<file path="src/rtl/mult8_pkg.sv">
// Shared types, widths and the round-robin pick function for the
// multiplier-sharing arbiter.
package mult8_pkg;

    localparam int MULT_W  = 8;
    localparam int PROD_W  = 16;
    localparam int MAX_REQ = 8;

    typedef logic signed [MULT_W-1:0] opnd_t;
    typedef logic signed [PROD_W-1:0] prod_t;

    // One-hot grant on the first set bit of e at or above ptr, wrapping at n.
    function automatic logic [MAX_REQ-1:0] rr_pick(
        input logic [MAX_REQ-1:0] e,
        input logic [2:0]         ptr,
        input int                 n
    );
        logic [MAX_REQ-1:0] g;
        logic               found;
        int                 idx;
        g     = '0;
        found = 1'b0;
        for (int k = 0; k < MAX_REQ; k++) begin
            if (k < n) begin
                idx = int'(ptr) + k;
                if (idx >= n) begin
                    idx = idx - n;
                end
                if (!found && e[idx[2:0]]) begin
                    g[idx[2:0]] = 1'b1;
                    found       = 1'b1;
                end
            end
        end
        return g;
    endfunction

endpackage

</file>
<file path="src/rtl/multiply8_signed.sv">
// Combinational 8x8 signed multiplier; the single shared array.
module multiply8_signed
    import mult8_pkg::*;
(
    input  opnd_t a,
    input  opnd_t b,
    output prod_t p
);

    prod_t a_x;
    prod_t b_x;

    // Sign-extend both operands so the 16-bit product is exact.
    always_comb begin
        a_x = {{(PROD_W-MULT_W){a[MULT_W-1]}}, a};
        b_x = {{(PROD_W-MULT_W){b[MULT_W-1]}}, b};
        p   = a_x * b_x;
    end

endmodule

</file>
<file path="src/rtl/mult8_share_arbiter.sv">
// Round-robin arbiter sharing one signed 8x8 multiplier between NREQ
// requesters; operand register S1, result register S2, tagged response.
module mult8_share_arbiter
    import mult8_pkg::*;
#(
    parameter int NREQ = 4,
    parameter int IDW  = $clog2(NREQ)
) (
    input  logic              clk,
    input  logic              rst_n,
    input  logic [NREQ-1:0]   cfg_mask,
    input  logic [NREQ-1:0]   req_valid,
    output logic [NREQ-1:0]   req_ready,
    input  logic [NREQ*8-1:0] req_a,
    input  logic [NREQ*8-1:0] req_b,
    output logic              rsp_valid,
    input  logic              rsp_ready,
    output logic [IDW-1:0]    rsp_id,
    output prod_t             rsp_product,
    output logic [15:0]       op_count
);

    logic               s1_valid_q, s1_valid_d;
    opnd_t              s1_a_q, s1_a_d;
    opnd_t              s1_b_q, s1_b_d;
    logic [IDW-1:0]     s1_id_q, s1_id_d;
    logic [IDW-1:0]     rr_ptr_q, rr_ptr_d;
    logic               rsp_valid_q, rsp_valid_d;
    logic [IDW-1:0]     rsp_id_q, rsp_id_d;
    prod_t              rsp_product_q, rsp_product_d;
    logic [15:0]        op_count_q, op_count_d;

    logic               adv2;
    logic               can_accept;
    logic               any_hs;
    logic [NREQ-1:0]    eligible;
    logic [NREQ-1:0]    grant;
    logic [IDW-1:0]     grant_id;
    logic [MAX_REQ-1:0] pick_full;
    logic               unused_pick;
    prod_t              mult_p;

    multiply8_signed u_mul (
        .a (s1_a_q),
        .b (s1_b_q),
        .p (mult_p)
    );

    // Pipeline advance conditions and round-robin grant; no grant in reset.
    always_comb begin
        adv2       = !rsp_valid_q || rsp_ready;
        can_accept = !s1_valid_q || adv2;
        eligible   = req_valid & cfg_mask;
        pick_full  = rr_pick(MAX_REQ'(eligible), 3'(rr_ptr_q), NREQ);
        grant      = (can_accept && rst_n) ? pick_full[NREQ-1:0] : '0;
        any_hs     = |grant;
    end

    assign unused_pick = ^pick_full;

    // Encode the one-hot grant into a requester index.
    always_comb begin
        grant_id = '0;
        for (int i = 0; i < NREQ; i++) begin
            if (grant[i]) begin
                grant_id = IDW'(i);
            end
        end
    end

    // Next state: S2 drains/loads, S1 refills on a grant, pointer rotates.
    always_comb begin
        s1_valid_d    = s1_valid_q;
        s1_a_d        = s1_a_q;
        s1_b_d        = s1_b_q;
        s1_id_d       = s1_id_q;
        rr_ptr_d      = rr_ptr_q;
        rsp_valid_d   = rsp_valid_q;
        rsp_id_d      = rsp_id_q;
        rsp_product_d = rsp_product_q;
        op_count_d    = op_count_q;

        if (adv2) begin
            rsp_valid_d   = s1_valid_q;
            rsp_product_d = mult_p;
            rsp_id_d      = s1_id_q;
            s1_valid_d    = 1'b0;
        end

        if (any_hs) begin
            s1_valid_d = 1'b1;
            s1_a_d     = req_a[int'(grant_id)*8 +: 8];
            s1_b_d     = req_b[int'(grant_id)*8 +: 8];
            s1_id_d    = grant_id;
            rr_ptr_d   = (grant_id == IDW'(NREQ-1)) ? '0 : grant_id + IDW'(1);
        end

        if (rsp_valid_q && rsp_ready) begin
            op_count_d = op_count_q + 16'd1;
        end
    end

    // Control and output registers; reset discards anything in flight.
    always_ff @(posedge clk or negedge rst_n) begin
        if (!rst_n) begin
            s1_valid_q    <= 1'b0;
            rr_ptr_q      <= '0;
            rsp_valid_q   <= 1'b0;
            rsp_id_q      <= '0;
            rsp_product_q <= '0;
            op_count_q    <= '0;
        end else begin
            s1_valid_q    <= s1_valid_d;
            rr_ptr_q      <= rr_ptr_d;
            rsp_valid_q   <= rsp_valid_d;
            rsp_id_q      <= rsp_id_d;
            rsp_product_q <= rsp_product_d;
            op_count_q    <= op_count_d;
        end
    end

    // S1 operand payload; qualified by s1_valid_q so it needs no reset.
    always_ff @(posedge clk) begin
        s1_a_q  <= s1_a_d;
        s1_b_q  <= s1_b_d;
        s1_id_q <= s1_id_d;
    end

    assign req_ready   = grant;
    assign rsp_valid   = rsp_valid_q;
    assign rsp_id      = rsp_id_q;
    assign rsp_product = rsp_product_q;
    assign op_count    = op_count_q;

endmodule
</file>
<file path="config.mk">
export PLATFORM = sky130hd
export DESIGN_NAME = mult8_share_arbiter
export DESIGN_NICKNAME = d
export VERILOG_FILES = /design/src/rtl/mult8_pkg.sv /design/src/rtl/multiply8_signed.sv /design/src/rtl/mult8_share_arbiter.sv
export SDC_FILE = /design/constraint.sdc
export NUM_CORES = 1
export LEC_CHECK = 0
export ABC_AREA = 1
export CAP_MARGIN = 10
export CORE_MARGIN = 4
export CORE_UTILIZATION = 35
export CTS_CLUSTER_SIZE = 10
export DETAILED_ROUTE_END_ITERATION = 8
export HOLD_SLACK_MARGIN = 0.02
export SKIP_CTS_REPAIR_TIMING = 1
export SLEW_MARGIN = 15
export SYNTH_ARGS = -nofsm -noshare
export SYNTH_HDL_FRONTEND = slang
export SYNTH_SLANG_ARGS = --single-unit
</file>
<file path="constraint.sdc">
create_clock -name clk -period 5.35 [get_ports clk]
set_input_delay 1.3375 -clock clk [delete_from_list [all_inputs] [get_ports clk]]
set_output_delay 1.3375 -clock clk [all_outputs]
set_load 0.005 [all_outputs]
</file>
# After elaboration in Yosys (flattened, before gate mapping)
# Cells that the tools add are included.
word_totals:
  ff_bits: 56
  inputBits: 75
  elab_cells: 90
op_classes:
  add_sub_neg: 9
  multipliers: 1
  magnitude_cmp: 12
  eq_ne: 1
  shifts: 2
  n_mux: 34
  n_bitwise: 4
  reduce_logical: 18
op_table:
  columns: ["operator", "count"]
  rows:
  - ["$shiftx 32x6->8", 2]
  - ["$mux 4", 5]
  - ["$add 16x1->16 const B", 1]
  - ["$lt 3x4->1 const B", 4]
  - ["$mul 8x8->16", 1]
  - ["$mux 1", 14]
  - ["$bmux 1 s3", 4]
  - ["$demux 1 s3", 4]
  - ["$ge 3x1->1 const B", 4]
  - ["$mux 3", 4]
  - ["$or 4x4->4", 3]
  - ["$ge 3x3->1 const B", 3]
  - ["$logic_and 1x1->1", 9]
  - ["$sub 3x3->3 const B", 3]
  - ["$add 2x2->3 const B", 2]
  - ["$mux 2", 3]
  - ["$logic_not 1->1", 5]
  - ["$and 4x4->4", 1]
  - ["$reduce_or 4->1", 1]
  - ["$add 2x1->3 const B", 1]
  - ["$ge 2x3->1 const B", 1]
  - ["$sub 2x3->3 const B", 1]
  - ["$add 2x1->2 const B", 1]
  - ["$eq 2x2->1 const B", 1]
  - ["2 further kinds", 3]

# Logic depth before layout (Yosys ltp)
# Gate-level depths: netlist of the first run.
depth:
  depth_word: 20
  mapped_depth: 19
  mapped_depth_nobuf: 18

# By module
# A second synthesis of the first run with hierarchy kept.
hier_totals:
  hier_cells: 818
  area_unflattened_um2: 6274.8
by_module_without_submodules:
  columns: ["module", "n_inst", "cells_per_inst", "area_per_inst_um2"]
  rows:
  - ["mult8_share_arbiter", 1, 414, 3489.6]
  - ["multiply8_signed", 1, 404, 2785.2]

# Least setup slack after synthesis of the first run
# No wires, ideal clock.
synth_timing:
  path_kind: "register to register"
  from: "register s1_a_q[0]"
  to: "register rsp_product_q[13], in the netlist rsp_product[13]"
  setup_time_ps: 134
  t_arrival_ps: 4153
  t_required_ps: 5216
  setup_slack_ps: 1063
  path_stages_with_launch: 18
  path_buffers: 1
  cell_sequence: "edfxtp_1 -> clkbuf_1 -> or2_2 -> fa_1 -> fa_1 -> inv_1 -> fa_1 -> inv_1 -> fa_1 -> inv_1 -> ha_1 -> nand2_1 -> inv_1 -> a21oi_1 -> o21ai_0 -> a21oi_1 -> xor2_1 -> o21ai_0"
synth_via:
  elab_chain_len: 1
synth_rtl:
  columns: ["element", "line", "source"]
  rows:
  - ["start: declaration", "mult8_share_arbiter.sv:24", "opnd_t s1_a_q, s1_a_d;"]
  - ["start signal: assignment", "mult8_share_arbiter.sv:124", "s1_a_q <= s1_a_d;"]
  - ["$mul 8x8->16", "multiply8_signed.sv:17", "p = a_x * b_x;"]
  - ["end signal: assignment", "mult8_share_arbiter.sv:117", "rsp_product_q <= rsp_product_d;"]
  - ["end: declaration", "mult8_share_arbiter.sv:30", "prod_t rsp_product_q, rsp_product_d;"]
# No other way between the ends.
# A chain may end at the register's enable or synchronous reset.

# Final worst setup path of the first run
layout_timing:
  from: "input port req_valid[2]"
  to: "output port req_ready[1]"
layout_via:
  elab_chain_len: 14
layout_rtl:
  columns: ["element", "line", "source"]
  rows:
  - ["start: declaration", "mult8_share_arbiter.sv:12", "input logic [NREQ-1:0] req_valid,"]
  - ["$and 4x4->4 (*)", "mult8_share_arbiter.sv:53", "eligible = req_valid & cfg_mask;"]
  - ["$bmux 1 s3", "mult8_pkg.sv:29", "if (!found && e[idx[2:0]]) begin"]
  - ["$mux 1 (not written as such)", "mult8_pkg.sv:29", null]
  - ["$mux 1", "mult8_pkg.sv:29", null]
  - ["$logic_not 1->1", "mult8_pkg.sv:29", null]
  - ["$logic_and 1x1->1", "mult8_pkg.sv:29", null]
  - ["$mux 1", "mult8_pkg.sv:29", null]
  - ["$logic_not 1->1", "mult8_pkg.sv:29", null]
  - ["$logic_and 1x1->1", "mult8_pkg.sv:29", null]
  - ["$mux 1", "mult8_pkg.sv:29", null]
  - ["$logic_not 1->1", "mult8_pkg.sv:29", null]
  - ["$logic_and 1x1->1", "mult8_pkg.sv:29", null]
  - ["$mux 4 (*)", "mult8_pkg.sv:29", null]
  - ["$mux 4 (*)", "mult8_share_arbiter.sv:55", "grant = (can_accept && rst_n) ? pick_full[NREQ-1:0] : '0;"]
  - ["end: declaration", "mult8_share_arbiter.sv:13", "output logic [NREQ-1:0] req_ready,"]
# Every way passes the cells marked *; elsewhere a longest branch is shown, timed or not. The select of a mux whose other input is x is not followed.

==> impl_metrics.env, run 1 <==
export IMPL_cts_root_buffer="clkbuf_16"
export IMPL_cp_arrival_ns=3.54
export IMPL_place_area_mm2=0.00743
export IMPL_finalSetupTns_ns=0
export IMPL_clock_sinks=56
export IMPL_ys_flop_type="dfrtp_1"
export IMPL_critPathKind="in2out"
export IMPL_io_buffers=113
export IMPL_dp_hpwl_um=11000
export IMPL_cts_buffer_depth=2
export IMPL_yosysTopAreaCellShare=0.178
export IMPL_coreArea_mm2=0.0173
export IMPL_worst_r2r_cell_count=16
export IMPL_nFillCells=1781
export IMPL_cp_slowest_stage_delay_ns=0.49
export IMPL_avgSynthCellArea_um2=7.66
export IMPL_crit_path_end_kind="output pin"
export IMPL_die_y_um=141
export IMPL_antenna_found_initial=0
export IMPL_cts_htree_levels=2
export IMPL_cts_tree="yes"
export IMPL_cts_clk_slew_worst_paths_ns=0.07
export IMPL_grt_pass1_wl_um=22900
export IMPL_dieArea_mm2=0.0198
export IMPL_max_clock_freq_ghz=0.205
export IMPL_async_flop_share=0.679
export IMPL_hold_depth=2
export IMPL_critPathLaunchType="primary input"
export IMPL_synth_top_cell_by_area="fa_1"
export IMPL_grt_max_degree=39
export IMPL_antennaDiodeCount=0
export IMPL_drv_cap=0
export IMPL_vias=4898
export IMPL_synthCells=805
export IMPL_outcome="complete, no violations"
export IMPL_vias_per_cell=4.35
export IMPL_finalHoldViolCount=0
export IMPL_yosys_top_cells_area="fa_1, dfrtp_1, nand2_1"
export IMPL_worstPathRequired_ns=4.01
export IMPL_row_count=48
export IMPL_synth_edff_count=18
export IMPL_syn_num_nets=972
export IMPL_worstMarginPinSlew_ns=0.474
export IMPL_drc=0
export IMPL_final_area_mm2=0.00758
export IMPL_synth_cell_types=40
export IMPL_synthesis_area_mm2=0.00617
export IMPL_first_pass_iters=4
export IMPL_drive_above_1_share=0.0566
export IMPL_rsz0062_at_grt="false"
export IMPL_r2r_slack_ns=0.83
export IMPL_final_antenna_net_count=0
export IMPL_synth_warnings=0
export IMPL_die_w_um=141
export IMPL_nets=1067
export IMPL_grt_overflow=0
export IMPL_routabilityCongestion=0.835
export IMPL_grt_pass1_vias=4950
export IMPL_min_path_type="reg2reg"
export IMPL_areaGrowthSynthToFinish_pct=22.8
export IMPL_final_period_minus_worst_setup_slack_ns=4.87
export IMPL_synth_seq_area_share=0.242
export IMPL_cp_cell_sequence="clkdlybuf4s50_1 > nand3_1 > nand3_2 > nand3_4 > nand2_4 > clkinv_1 > nand3_1 > nand3_4 > nand2_1 > inv_1 > clkdlybuf4s50_1"
export IMPL_worst_path_max_delay_cell="clkdlybuf4s50_1"
export IMPL_grt_usage=0.136
export IMPL_clk_latency_ns=0.30
export IMPL_yosys_register_bits=56
export IMPL_synthTopCellsByCount="nand2_1, inv_1, fa_1, nand3_1, dfrtp_1"
export IMPL_clock_skew_ns=0.00918
export IMPL_drt_iter0_markers=176
export IMPL_initial_core_util=0.357
export IMPL_synth_most_common_cell="nand2_1"
export IMPL_totalWireLength_um=13200
export IMPL_maxSlewHeadroom=0.684
export IMPL_pin_count=114
export IMPL_crit_fanout=18
export IMPL_slew_violations=0
export IMPL_cts_buffers=5
export IMPL_wl_per_cell_um=11.7
export IMPL_period_share=0.911
export IMPL_setup_viol=0
sequential cells by signal (all words and copies together) (netlist names):
register     cells
s1_id_q          2
rsp_product     16
rsp_id           2
op_count        16
rsp_valid        1
s1_valid_q       1
rr_ptr_q         2
s1_a_q           8
s1_b_q           8
per-stage QoR:
stage / setup slack (ns) / util / hold slack, ns / std cells
finish: 0.477 / 0.438 / 0.447 / 1126
global route: 0.339 / 0.438 / 0.477 / 1126
CTS: 0.478 / 0.438 / 0.452 / 1126
detailed placement: 0.496 / 0.430 / 0.435 / 1118
global placement: 0.519 / 0.430 / 0.439 / 1118
floorplan: 1.06 / - / 0.418 / 805
cells by family (layout without fill, tap and decap cells):
logic type,Yosys count,in the layout,synth area share
AOI/OAI and AO/OA,48,48,0.0418
xor gates and xnor gates,30,30,0.0426
adders and majority gates,92,92,0.254
buffers and inverters,231,327,0.152
DFF,56,56,0.242
muxes,1,1,0.00183
and+or+nand+nor,347,347,0.266
final timing paths:
path                                      start                          end
max                                req_valid[2]                 req_ready[1]
min                        s1_id_q[1]$_DFFE_PP_        rsp_id[1]$_DFFE_PN0P_
max reg2reg                 s1_a_q[0]$_DFFE_PP_  rsp_product[13]$_DFFE_PN0P_
min reg2reg                s1_id_q[1]$_DFFE_PP_        rsp_id[1]$_DFFE_PN0P_
max in group asynchronous                 rst_n        rsp_valid$_DFFE_PN0P_
min in group asynchronous                 rst_n     op_count[10]$_DFFE_PN0P_
layout by cell type, fill, tap and decap left out, drive strengths merged, types with 6 or more instances in the layout:
| cell | netlist | routed |
|---|---|---|
| nand2 | 225 | 225 |
| inv | 199 | 200 |
| clkdlybuf4s50 | 0 | 112 |
| nand3 | 57 | 57 |
| fa | 55 | 55 |
| nor2 | 39 | 39 |
| dfrtp | 38 | 38 |
| ha | 37 | 37 |
| a21oi | 25 | 25 |
| edfxtp | 18 | 18 |
| nand3b | 17 | 17 |
| o21ai | 16 | 16 |
| xor2 | 16 | 16 |
| xnor2 | 14 | 14 |
| clkbuf | 22 | 6 |
| buf | 8 | 6 |
final cells by class:
| cell class | instances | area (µm²) | area share |
|---|---|---|---|
| multi-input combinational | 518 | 3740 | 0.494 |
| sequential | 56 | 1490 | 0.197 |
| timing repair buffer | 118 | 1160 | 0.154 |
| inverter | 201 | 757 | 0.0999 |
| tap | 225 | 282 | 0.0372 |
| clock buffer | 6 | 129 | 0.0170 |
| clock inverter | 2 | 15.0 | 0.00198 |
routing by layer:
| metal | track usage | vias to the layer above | share of wire |
|---|---|---|---|
| li1 | - | 2570 | - |
| met4 | 0.0255 | 0 | 0.0069 |
| met5 | 0 | - | 0 |
| met1 | 0.199 | 2193 | 0.50 |
| met3 | 0.0282 | 6 | 0.063 |
| met2 | 0.212 | 129 | 0.43 |
worst max-delay path: cells and delay by family:
family | cells | cell delay (ns)
AND/OR/NAND/NOR | 7 | 1.09
buffers and inverters | 4 | 1.11
Power of run 1 is not shown: default switching activity piles up to over one toggle a cycle in this logic, so the estimate is an artifact.
==> run 2: changes to the inputs <==
- GPL_ROUTABILITY_DRIVEN: unset -> 0
==> results of run 2 <==
No change in the layout: final DEF, timing and power equal those of run 1.
Power of run 2 is left out for the same reason.
==> RTL change 1: new RTL, config.mk and constraints of run 2 <==
Change the package constant `PROD_W` from 16 to 20.
--- a/src/rtl/mult8_pkg.sv
+++ b/src/rtl/mult8_pkg.sv
@@ -4,5 +4,5 @@
 
     localparam int MULT_W  = 8;
-    localparam int PROD_W  = 16;
+    localparam int PROD_W  = 20;
     localparam int MAX_REQ = 8;
 
Ports: changed (resized rsp_product); port bits go from 114 to 118. The function was not compared with the original's and may differ.
==> RTL change 1 against run 2 <==
  * Synthesized area is 0.77% higher
  * Wire length fell by 0.24%
  * Sequential cell count unchanged
  * Final area increased by 0.64%
  * Hold slack better by 0.011 ns
  * Count of clock-buffer cells in the layout stayed put
  * Global-route usage is 0.10 points higher
  * Worst setup slack got worse by 0.0093 ns
  * Largest cell class unchanged
  * Highest routed layer unchanged
Power is left out: the tool's default activity adds up to more than one toggle a clock period on the data nets, which glitch-free logic cannot reach.
==> RTL change 1: results (changes against run 2) <==
[status]
status = finished clean  ; unchanged

[global_route]
grt_antenna_before_repair = 0  ; unchanged
track_usage = 0.137  ; was 0.136
grt_max_degree = 39  ; unchanged
grt_pass1_wl_mm = 23.4  ; was 22.9 mm

[min_path]
hold_path.class = flop to flop  ; unchanged
min_delay_path_depth = 2  ; unchanged

[synth]
synth_warnings = 0  ; unchanged
synth_nets = 980  ; was 972
synth_edf_count = 18  ; unchanged
ys_seq_area_frac = 0.240  ; was 0.242
synth_top_flop_cell = dfrtp_1  ; unchanged
yosys-top-cells-area = fa_1, dfrtp_1, nand2_1  ; unchanged
yosys-top-cells-count = nand2_1, inv_1, fa_1, nand3_1, dfrtp_1  ; unchanged
ys_async_sr_fraction = 0.679  ; unchanged
synth_cell_types = 41  ; was 40

[route]
wl_mm = 13.1  ; was 13.2 mm
vias = 4920  ; was 4898
drt_iter0_markers = 160  ; was 176
drtPass1Iterations = 4  ; unchanged

[clock_network]
cts_made_buffers = 5  ; unchanged
clk_pin_slew_ns = 0.07  ; about the same
cts-root-buf = clkbuf_16  ; unchanged
htree_levels = 2  ; unchanged
clk_latency_ns = 0.30  ; about the same
cts_buffer_depth = 2  ; unchanged

[worst_setup_path]
cp.arrival_ns = 3.55  ; was 3.54 ns
slowest_stage = clkdlybuf4s50_1  ; unchanged
rr_worst_depth = 17  ; was 16
path_max_fanout = 18  ; unchanged
cp_slowest_stage_delay_ns = 0.50

[final_layout]
drive_gt1_frac = 0.0551  ; was 0.0566
num-nets-final = 1074  ; was 1067
num_antenna_cells = 0  ; unchanged
num-fill-cells = 1796  ; was 1781

[timing]
skew_ns = 0.00469  ; was 0.00918 ns
relSlewSlack = 0.410  ; was 0.684

[placement]
portBuffers = 117  ; was 113
dp_hpwl_mm = 11.0  ; about the same

RTL change 1: final timing paths:
path | startpoint | slack, ns | endpoint
setup / recovery | cfg_mask[0] | 0.47 | req_ready[1]
hold reg to reg | s1_id_q[0]$_DFFE_PP_ | 0.46 | rsp_id[0]$_DFFE_PN0P_
min in group asynchronous | rst_n | 1.14 | op_count[10]$_DFFE_PN0P_
hold / removal | s1_id_q[0]$_DFFE_PP_ | 0.46 | rsp_id[0]$_DFFE_PN0P_
setup reg to reg | s1_b_q[7]$_DFFE_PP_ | 0.86 | rsp_product[13]$_DFFE_PN0P_
max in group asynchronous | rst_n | 3.88 | rr_ptr_q[0]$_DFFE_PN0P_
RTL change 1: routing by layer:
metal  global-route usage  share of wire  wire (µm)  up-vias
li1                     -              -          -     2592
met1                0.212           0.52       6790     2207
met2                0.206           0.42       5560      119
met3               0.0256          0.057        750        2
met4               0.0168         0.0019         25        0
met5                    0              0          0        -
RTL change 1: stage by stage:
| stage | std cells | instance area, µm² | worst slack [ns] | hold slack, ns | util |
|---|---|---|---|---|---|
| 4_1_cts | 1133 | 7630 | 0.467 | 0.470 | 0.439 |
| 6_report | 1133 | 7630 | 0.467 | 0.458 | 0.439 |
| 3_5_place_dp | 1125 | 7480 | 0.484 | 0.451 | 0.431 |
| 2_1_floorplan | 813 | 6220 | 1.06 | 0.418 | - |
| 5_1_grt | 1133 | 7630 | 0.289 | 0.494 | 0.439 |
| 3_3_place_gp | 1125 | 7480 | 0.502 | 0.439 | 0.431 |
RTL change 1: final cells by class:
cell class | count | share of cell area
clock buffers | 6 | 0.0169
inverters | 203 | 0.100
well taps | 225 | 0.0369
multi-input cells | 520 | 0.492
flip-flops and latches | 56 | 0.196
clock inverters | 2 | 0.00180
repair buffers | 121 | 0.157
RTL change 1: critical path, delay by kind of cell:
| family | cells | cell delay (ns) |
|---|---|---|
| buffers and inverters | 4 | 1.13 |
| and+or+nand+nor | 7 | 1.08 |
RTL change 1: cells by family (layout without fill, tap and decap cells):
family,count (synthesis),after routing,share of synthesized area
AO/OA/AOI/OAI,48,48,0.0419
multiplexers,1,1,0.00181
AND/OR/NAND/NOR,351,351,0.268
flip-flops,56,56,0.240
buffers and inverters,237,332,0.157
adder cells (fa/ha/maj),92,92,0.252
XOR/XNOR,28,28,0.0395
==> RTL change 2: new RTL, settings of run 2 <==
Without the edit above. Add an input register stage for `cfg_mask`, with the module's reset; this delays it by one clock. The other inputs are not delayed to match.
--- a/src/rtl/mult8_share_arbiter.sv
+++ b/src/rtl/mult8_share_arbiter.sv
@@ -20,4 +20,14 @@
     output logic [15:0]       op_count
 );
+
+    logic [NREQ-1:0] cfg_mask_q;
+
+    always_ff @(posedge clk or negedge rst_n) begin
+        if (!rst_n) begin
+            cfg_mask_q <= '0;
+        end else begin
+            cfg_mask_q <= cfg_mask;
+        end
+    end
 
     logic               s1_valid_q, s1_valid_d;
@@ -51,5 +61,5 @@
         adv2       = !rsp_valid_q || rsp_ready;
         can_accept = !s1_valid_q || adv2;
-        eligible   = req_valid & cfg_mask;
+        eligible   = req_valid & cfg_mask_q;
         pick_full  = rr_pick(MAX_REQ'(eligible), 3'(rr_ptr_q), NREQ);
         grant      = (can_accept && rst_n) ? pick_full[NREQ-1:0] : '0;
Function: changed (Yosys sat finds a counterexample within 4 cycles, from zero or initial values and one cycle with rst_n low).
==> RTL change 2 against run 2 <==
  * Sequential cell count grew 4
  * Cell count decreased by 1.2%
  * Fmax increased by 5.3%
  * Clock skew fell by 0.0042 ns
  * Count of clock-buffer cells in the layout increased by 7
  * Wire length rose by 1.5%
  * Worst setup slack better by 0.25 ns
  * Final area rose by 1.0%
  * Global-route usage is 0.83 points higher
  * Synthesized area is 2.0% lower
Power is not shown: default switching activity piles up to over one toggle a cycle in this logic, so the estimate is an artifact.
==> RTL change 2: results (changes against run 2) <==
[status]
status = finished clean  ; unchanged

[synth]
ys_async_sr_fraction = 0.700  ; was 0.679
synth_top_flop_cell = dfrtp_1  ; unchanged
synth_edf_count = 18  ; unchanged
yosys-top-cells-area = fa_1, dfrtp_1, inv_1  ; was fa_1, dfrtp_1, nand2_1
synth_nets = 955  ; was 972
synth_warnings = 0  ; unchanged
synth_cell_types = 35  ; was 40
ys_seq_area_frac = 0.263  ; was 0.242
yosys-top-cells-count = inv_1, nand2_1, nand3_1, fa_1, dfrtp_1  ; was nand2_1, inv_1, fa_1, nand3_1, dfrtp_1

[final_layout]
drive_gt1_frac = 0.0538  ; was 0.0566
num-nets-final = 1054  ; was 1067
num-fill-cells = 1683  ; was 1781
num_antenna_cells = 0  ; unchanged

[clock_network]
cts_buffer_depth = 2  ; unchanged
cts_made_buffers = 9  ; was 5
htree_levels = 3  ; was 2
clk_latency_ns = 0.33  ; was 0.30 ns
cts-root-buf = clkbuf_16  ; unchanged
clk_pin_slew_ns = 0.05  ; was 0.07 ns

[timing]
skew_ns = 0.00501  ; was 0.00918 ns
relSlewSlack = 0.544  ; was 0.684

[route]
drt_iter0_markers = 173  ; was 176
drtPass1Iterations = 4  ; unchanged
vias = 4873  ; was 4898
wl_mm = 13.4  ; was 13.2 mm

[global_route]
grt_max_degree = 43  ; was 39
grt_pass1_wl_mm = 23.6  ; was 22.9 mm
grt_antenna_before_repair = 0  ; unchanged
track_usage = 0.145  ; was 0.136
grt-ovfl-total = 0  ; unchanged
grt_pass1_vias = 4996  ; was 4950

[worst_setup_path]
cp.arrival_ns = 4.83  ; was 3.54 ns
path_max_fanout = 8  ; was 18

[min_path]
hold_path.class = flop to flop  ; unchanged

[placement]
portBuffers = 113  ; unchanged
dp_hpwl_mm = 11.0  ; about the same

RTL change 2: cell types whose count changed after synthesis, moves of 4 or more:
cell and delta:
nor2_1 -16, dfrtp_1 +4, nand3b_1 -16, a21oi_1 -15, nand2_2 -8, xor2_1 -6, inv_1 +21, nand2_1 -35
nand3_1 +46, o21ai_0 +4
RTL change 2: per-stage QoR:
step                      setup slack (ns)  hold WS, ns  instances  utilization  cell area (µm²)
after floorplan                       1.06        0.418        788            -             6040
after global placement               0.711        0.431       1096        0.437             7320
after detailed placement             0.681        0.442       1096        0.437             7320
after CTS                            0.661        0.455       1112        0.457             7650
after global routing                 0.440        0.486       1112        0.457             7650
final                                0.724        0.451       1112        0.457             7650
RTL change 2: per-layer routing:
metal  track usage  part of all wire  up-vias
li1              -                 -     2535
met1         0.204              0.50     2198
met2         0.218              0.42      125
met3        0.0422             0.069       15
met4        0.0391             0.015        0
met5             0                 0        -
RTL change 2: critical path, stage by stage (launching register included):
cell and delay [ns]:
edfxtp_1 0.50, or2_2 0.36, fa_1 0.50, fa_1 0.54
inv_1 0.05, fa_1 0.53, inv_1 0.05, fa_1 0.52
inv_1 0.04, ha_1 0.33, a21oi_1 0.19, o21ai_0 0.12
a21oi_1 0.23, nor2_1 0.07, nor2_1 0.11, xor2_1 0.22
o21ai_0 0.11
RTL change 2: final cells by class:
class / count / area share
Multi-Input combinational cell: 478 / 0.453
Timing Repair Buffer: 117 / 0.151
Sequential cell: 60 / 0.208
Tap cell: 220 / 0.0360
Clock buffer: 13 / 0.0381
Clock inverter: 3 / 0.00523
Inverter: 221 / 0.109
RTL change 2: worst paths after layout:
check | start | endpoint | slack, ns | cells past startpoint
max in group asynchronous | rst_n | rsp_product[7]$_DFFE_PN0P_ | 3.90 | 2
max reg2reg | s1_a_q[0]$_DFFE_PP_ | rsp_product[12]$_DFFE_PN0P_ | 0.72 | 16
min reg2reg | s1_id_q[1]$_DFFE_PP_ | rsp_id[1]$_DFFE_PN0P_ | 0.45 | 2
min in group asynchronous | rst_n | rr_ptr_q[1]$_DFFE_PN0P_ | 1.07 | 2
max | s1_a_q[0]$_DFFE_PP_ | rsp_product[12]$_DFFE_PN0P_ | 0.72 | 16
min | s1_id_q[1]$_DFFE_PP_ | rsp_id[1]$_DFFE_PN0P_ | 0.45 | 2
RTL change 2: cells by family after synthesis:
group                    synth area share
AO/OA/AOI/OAI                      0.0371
XOR/XNOR                           0.0391
adder cells (fa/ha/maj)             0.259
buffers and inverters               0.163
flip-flops                          0.263
AND/OR/NAND/NOR                     0.239
